<file path="config.mk">
export PLATFORM = sky130hd
export DESIGN_NAME = int_priority_ctrl_flat
export DESIGN_NICKNAME = d
export VERILOG_FILES = /design/src/rtl/int_priority_ctrl_if.sv /design/src/rtl/int_priority_ctrl.sv /design/src/flat_wrapper.sv
export SDC_FILE = /design/constraint.sdc
export NUM_CORES = 1
export LEC_CHECK = 0
export ABC_CLOCK_PERIOD_IN_PS = 5300
export BUFFER_PORTS_ARGS = -buffer_cell sky130_fd_sc_hd__buf_2
export CAP_MARGIN = 20
export CORE_MARGIN = 5
export CORE_UTILIZATION = 43
export CTS_CLUSTER_DIAMETER = 50
export DETAILED_ROUTE_END_ITERATION = 10
export PLACE_DENSITY = 0.75
export SYNTH_ARGS = -nofsm -noshare
export SYNTH_HDL_FRONTEND = slang
export SYNTH_SLANG_ARGS = --single-unit
</file>
<file path="constraint.sdc">
create_clock -name clk -period 5.3 [get_ports clk]
set_input_delay 0 -clock clk [delete_from_list [all_inputs] [get_ports clk]]
set_output_delay 0 -clock clk [all_outputs]
set_load 0.02 [all_outputs]
</file>
<file path="src/rtl/int_priority_ctrl_if.sv">
// int_priority_ctrl_if: device request, mask/priority/vector and INT/INTV handshake bundle
interface int_priority_ctrl_if #(
  parameter int NUM_SRC = 4,
  parameter int PRI_W = 3,
  parameter int VEC_W = 8
);
  logic [NUM_SRC-1:0]       irq_in;
  logic [NUM_SRC-1:0]       src_en;
  logic [NUM_SRC*PRI_W-1:0] src_pri;
  logic [NUM_SRC*VEC_W-1:0] src_vec;
  logic [PRI_W-1:0]         cur_pri;
  logic                     int_ack;
  logic                     INT;
  logic [VEC_W-1:0]         INTV;
  logic [PRI_W-1:0]         int_pri;
  logic [NUM_SRC-1:0]       pend;
  modport master (
    output irq_in, src_en, src_pri, src_vec, cur_pri, int_ack,
    input  INT, INTV, int_pri, pend
  );
  modport slave (
    input  irq_in, src_en, src_pri, src_vec, cur_pri, int_ack,
    output INT, INTV, int_pri, pend
  );
endinterface

</file>
<file path="src/rtl/int_priority_ctrl.sv">
// int_priority_ctrl: edge-captured sticky pending bits, priority pick vs PSR, INT/INTV held until ack
module int_priority_ctrl #(
  parameter int NUM_SRC = 4,
  parameter int PRI_W = 3,
  parameter int VEC_W = 8
) (
  input logic clk,
  input logic reset,
  int_priority_ctrl_if.slave bus
);
  localparam int SEL_W = NUM_SRC > 1 ? $clog2(NUM_SRC) : 1;
  typedef enum logic [1:0] {IDLE, ASSERT, HOLD} state_t;
  state_t             state_q, state_d;
  logic [SEL_W-1:0]   sel_q, sel_d;
  logic [NUM_SRC-1:0] pend_q, pend_d, irq_q, clr;
  logic               int_q, int_d;
  logic [VEC_W-1:0]   intv_q, intv_d;
  logic [PRI_W-1:0]   int_pri_q, int_pri_d;
  logic               win_found, win_valid;
  logic [SEL_W-1:0]   win_idx;
  logic [PRI_W-1:0]   win_pri;
  logic [VEC_W-1:0]   win_vec;
  // strict > keeps the lowest index on priority ties
  always_comb begin
    win_found = 1'b0;
    win_idx = '0;
    win_pri = '0;
    win_vec = '0;
    for (int i = 0; i < NUM_SRC; i++)
      if (pend_q[i] && bus.src_en[i] && (!win_found || bus.src_pri[i*PRI_W +: PRI_W] > win_pri)) begin
        win_found = 1'b1;
        win_idx = SEL_W'(i);
        win_pri = bus.src_pri[i*PRI_W +: PRI_W];
        win_vec = bus.src_vec[i*VEC_W +: VEC_W];
      end
    win_valid = win_found && win_pri > bus.cur_pri;
  end
  always_comb begin
    state_d = state_q;
    sel_d = sel_q;
    int_d = int_q;
    intv_d = intv_q;
    int_pri_d = int_pri_q;
    clr = '0;
    case (state_q)
      IDLE: if (win_valid) begin
        state_d = ASSERT;
        sel_d = win_idx;
        int_d = 1'b1;
        intv_d = win_vec;
        int_pri_d = win_pri;
      end
      ASSERT: if (bus.int_ack) begin
        clr = NUM_SRC'(1) << sel_q;
        int_d = 1'b0;
        state_d = HOLD;
      end else if (!bus.src_en[sel_q] || bus.cur_pri >= int_pri_q) begin
        int_d = 1'b0;
        state_d = IDLE;
      end
      default: begin
        int_d = 1'b0;
        state_d = IDLE;
      end
    endcase
    // a fresh edge on the acknowledged source survives the clear
    pend_d = (pend_q & ~clr) | (bus.irq_in & ~irq_q & bus.src_en);
  end
  always_ff @(posedge clk)
    if (reset) begin
      state_q <= IDLE;
      sel_q <= '0;
      pend_q <= '0;
      irq_q <= '1;
      int_q <= 1'b0;
      intv_q <= '0;
      int_pri_q <= '0;
    end else begin
      state_q <= state_d;
      sel_q <= sel_d;
      pend_q <= pend_d;
      irq_q <= bus.irq_in;
      int_q <= int_d;
      intv_q <= intv_d;
      int_pri_q <= int_pri_d;
    end
  assign bus.INT = int_q;
  assign bus.INTV = intv_q;
  assign bus.int_pri = int_pri_q;
  assign bus.pend = pend_q;
endmodule

</file>
<file path="src/flat_wrapper.sv">
// flat-port wrapper written by rule: the top's interface ports become plain ports
module int_priority_ctrl_flat 
#(
  parameter int NUM_SRC = 4,
  parameter int PRI_W = 3,
  parameter int VEC_W = 8
)
  (clk, reset, bus_irq_in, bus_src_en, bus_src_pri, bus_src_vec, bus_cur_pri, bus_int_ack, bus_INT, bus_INTV, bus_int_pri, bus_pend);
  int_priority_ctrl_if #(.NUM_SRC(NUM_SRC), .PRI_W(PRI_W), .VEC_W(VEC_W)) bus_i ();
  input logic clk;
  input logic reset;
  input wire logic [$bits(bus_i.irq_in)-1:0] bus_irq_in;
  input wire logic [$bits(bus_i.src_en)-1:0] bus_src_en;
  input wire logic [$bits(bus_i.src_pri)-1:0] bus_src_pri;
  input wire logic [$bits(bus_i.src_vec)-1:0] bus_src_vec;
  input wire logic [$bits(bus_i.cur_pri)-1:0] bus_cur_pri;
  input wire logic [$bits(bus_i.int_ack)-1:0] bus_int_ack;
  output wire logic [$bits(bus_i.INT)-1:0] bus_INT;
  output wire logic [$bits(bus_i.INTV)-1:0] bus_INTV;
  output wire logic [$bits(bus_i.int_pri)-1:0] bus_int_pri;
  output wire logic [$bits(bus_i.pend)-1:0] bus_pend;
  assign bus_i.irq_in = bus_irq_in;
  assign bus_i.src_en = bus_src_en;
  assign bus_i.src_pri = bus_src_pri;
  assign bus_i.src_vec = bus_src_vec;
  assign bus_i.cur_pri = bus_cur_pri;
  assign bus_i.int_ack = bus_int_ack;
  assign bus_INT = bus_i.INT;
  assign bus_INTV = bus_i.INTV;
  assign bus_int_pri = bus_i.int_pri;
  assign bus_pend = bus_i.pend;
  int_priority_ctrl #(.NUM_SRC(NUM_SRC), .PRI_W(PRI_W), .VEC_W(VEC_W)) u_core (.clk(clk), .reset(reset), .bus(bus_i));
endmodule
</file>
==> flow_summary.json <==
{
  "status": "finished, violations left",
  "io_buffers": 73,
  "postSynthCellCount": 195,
  "critPathBufInv": 2,
  "clock_skew_ns": 0.00242,
  "violations": "setup timing",
  "power.share.clock": 0.261,
  "core_area_um2": 3940,
  "stdcell_area_um2": 2630,
  "cts-root-buf": "clkbuf_8",
  "antenna_found_initial": 0,
  "rows": 23,
  "cts_tree": "done",
  "grt_use_total": 0.204,
  "required_ns": 5.48,
  "grt_max_degree": 25,
  "crit_path_max_incr_delay_ns": 0.47,
  "vdd_drop_max_mv": 0.121,
  "cts_inserted_buffers": 3,
  "drcViolationCount": 0,
  "setup_viol": 13,
  "r2r.worst_path.cells": 27,
  "worst_path_dominant_cell_family": "compound AO/OA/AOI/OAI gates",
  "hp-class": "in -> reg",
  "synth-seq-cells": 23,
  "clockBufferDepth": 2,
  "placed_cells": 321,
  "worst_pin_slew_ns": 0.583,
  "max_slew_margin": 0.610,
  "arrival_ns": 5.64,
  "syn_area_um2": 1720,
  "power.share.switching": 0.291,
  "synth_fp_nets": 268,
  "synth_area_leaders": "dfxtp_1, ha_1, a221oi_2, a22o_1, nor2_1",
  "synth_top_cell_by_area": "dfxtp_1",
  "antennaDiodeCount": 0,
  "cp-end-kind": "flip-flop",
  "grt_pass1_wl_um": 8640,
  "firstDrtPassIters": 4,
  "maxCapViolations": 0,
  "viasPerCell": 5.52,
  "synth.most_common_cell": "dfxtp_1",
  "yosysWarnings": 0,
  "gp_congestion": 0.859,
  "ant_nets": 0,
  "power.leakage_nw": 1.22,
  "period_needed_ns": 5.46,
  "wl_per_cell_um": 16.0,
  "p_sw_mw": 0.120,
  "nNetsFinal": 370,
  "cts_htree_levels": 1,
  "final_hold_viol_count": 0,
  "wirelength_um": 5530,
  "rsz0062_at_grt": "yes",
  "clk_latency_ns": 0.26,
  "cp.depth": 27,
  "crit_type": "reg -> reg",
  "path_max_fanout": 4,
  "worst_path_max_delay_cell": "or4_4",
  "p_int_mw": 0.292,
  "cp-start-kind": "flip-flop",
  "seqPwrFrac": 0.442,
  "route.vias.total": 1909,
  "avgSynthCellArea_um2": 8.84,
  "synth_edf_count": 0,
  "finalCritPeriodShare": 1.03,
  "grt_pass1_vias": 1958,
  "postSynth.asyncResetShare": 0,
  "path_clk_slew_ns": 0.08,
  "power.total_mw": 0.412,
  "comb_power_share": 0.297,
  "cts.sinks": 23,
  "dpl.hpwl_um": 3980,
  "layoutNonFillerInstCount": 346,
  "ios": 74,
  "grt_overflow_total": 0,
  "die_h_um": 73.3,
  "seq_area_frac_synth": 0.267,
  "finish.utilization": 0.667,
  "dpl_cell_area_um2": 2230,
  "final_max_slew_viol_count": 0,
  "synth_common_cells": "dfxtp_1, nor2_1, inv_1",
  "hold_depth": 3,
  "setup_ws_ns": -0.160,
  "syn_to_final_growth_pct": 52.6,
  "synth_top_area_frac": 0.267,
  "drive_above_1_share": 0.520,
  "initial_core_util": 0.437,
  "p_per_area_nw_per_um2": 157,
  "fmax_mhz": 183,
  "ys.flop_type": "dfxtp_1",
  "dr.first_iter.drc_count": 71,
  "ys_types": 50,
  "die_area_um2": 5380,
  "die_width_um": 73.3
}
==> per-stage QoR <==
stage                     hold WS [ns]  setup WS (ns)  TNS [ns]
after CTS                       0.0221         -0.102    -0.372
after global routing            0.0396         -0.365     -3.78
after global placement           0.204         0.0253         0
after detailed placement         0.206         -0.251     -2.12
after floorplan                  0.107        -0.0320    -0.124
final                           0.0277         -0.160     -1.10
==> cells by family after synthesis <==
family                     Yosys count  synth area share
AOI/OAI and AO/OA                   66             0.320
and+or+nand+nor                     62             0.202
buffers and inverters               26            0.0755
DFF                                 23             0.267
adders and majority gates           15             0.109
muxes                                3            0.0269
==> path summary, 6_finish.rpt <==
| check | startpoint | to | slack, ns |
|---|---|---|---|
| max | u_core.bus.pend[0] | u_core.bus.INTV[6] | -0.16 |
| min | bus_src_en[3] | u_core.bus.pend[3] | 0.03 |
| max reg2reg | u_core.bus.pend[0] | u_core.bus.INTV[6] | -0.16 |
| min reg2reg | u_core.irq_q[3] | u_core.bus.pend[3] | 0.50 |
==> state kept, by name, indices dropped and copies added, names as in the netlist <==
name                cells
u_core.state_q          2
u_core.irq_q            4
u_core.bus.INTV         8
u_core.bus.pend         4
u_core.sel_q            2
u_core.bus.int_pri      3
==> power groups by stage <==
| stage | combinational (mW) | sequential (mW) | clock (mW) |
|---|---|---|---|
| global route | 0.134 | 0.183 | 0.118 |
| detailed placement | 0.0979 | 0.186 | 0 |
| CTS | 0.116 | 0.182 | 0.112 |
| finish | 0.122 | 0.182 | 0.108 |
| global placement | 0.0953 | 0.186 | 0 |
| floorplan | 0.0493 | 0.190 | 0 |
==> layer usage <==
layer,track usage,up-vias,part of all wire
met3,0.0356,13,0.087
met4,0.0604,0,0.025
met2,0.381,80,0.50
li1,-,935,-
met1,0.236,881,0.39
met5,0,-,0
==> what timing repair did <==
action / 4_1_cts / 5_1_grt
setup buffers: 11 / 2
endpoints found under the setup margin: 13 / 14
hold buffers: 8 / 0
pin swaps: 20 / 5
resized for setup: 21 / 8
endpoints found under the hold margin: 9 / 0
==> final cells by class <==
| cell class | count | area [µm²] |
|---|---|---|
| Multi-Input combinational cell | 146 | 1340 |
| Inverter | 16 | 60.1 |
| Timing Repair Buffer | 107 | 657 |
| Clock buffer | 4 | 45.0 |
| Sequential cell | 23 | 464 |
| Tap cell | 50 | 62.6 |
| Fill cell | 323 | 1310 |
==> placed cells by master, fill, tap and decap left out, types with 3 or more instances in the layout <==
| cell | instances |
|---|---|
| a211oi_1 | 3 |
| a21oi_1 | 9 |
| a21oi_4 | 3 |
| a221oi_2 | 8 |
| a22o_1 | 8 |
| and2_4 | 4 |
| buf_2 | 73 |
| buf_4 | 24 |
| clkbuf_8 | 3 |
| dfxtp_1 | 22 |
| dlygate4sd3_1 | 8 |
| ha_1 | 10 |
| ha_4 | 4 |
| inv_1 | 15 |
| nand2_1 | 12 |
| nand3b_1 | 6 |
| nor2_1 | 17 |
| nor3_2 | 5 |
| o21ai_0 | 4 |
| o311a_1 | 5 |
| o32ai_2 | 4 |
| or2_2 | 4 |
==> tightest hold or removal path, delay by kind of cell <==
kind	cells	cell delay (ns)
buffers and inverters	1	0.11
AND/OR/NAND/NOR	1	0.07
AO/OA/AOI/OAI	1	0.06
No activity file was read; power rests on OpenSTA's default activity.
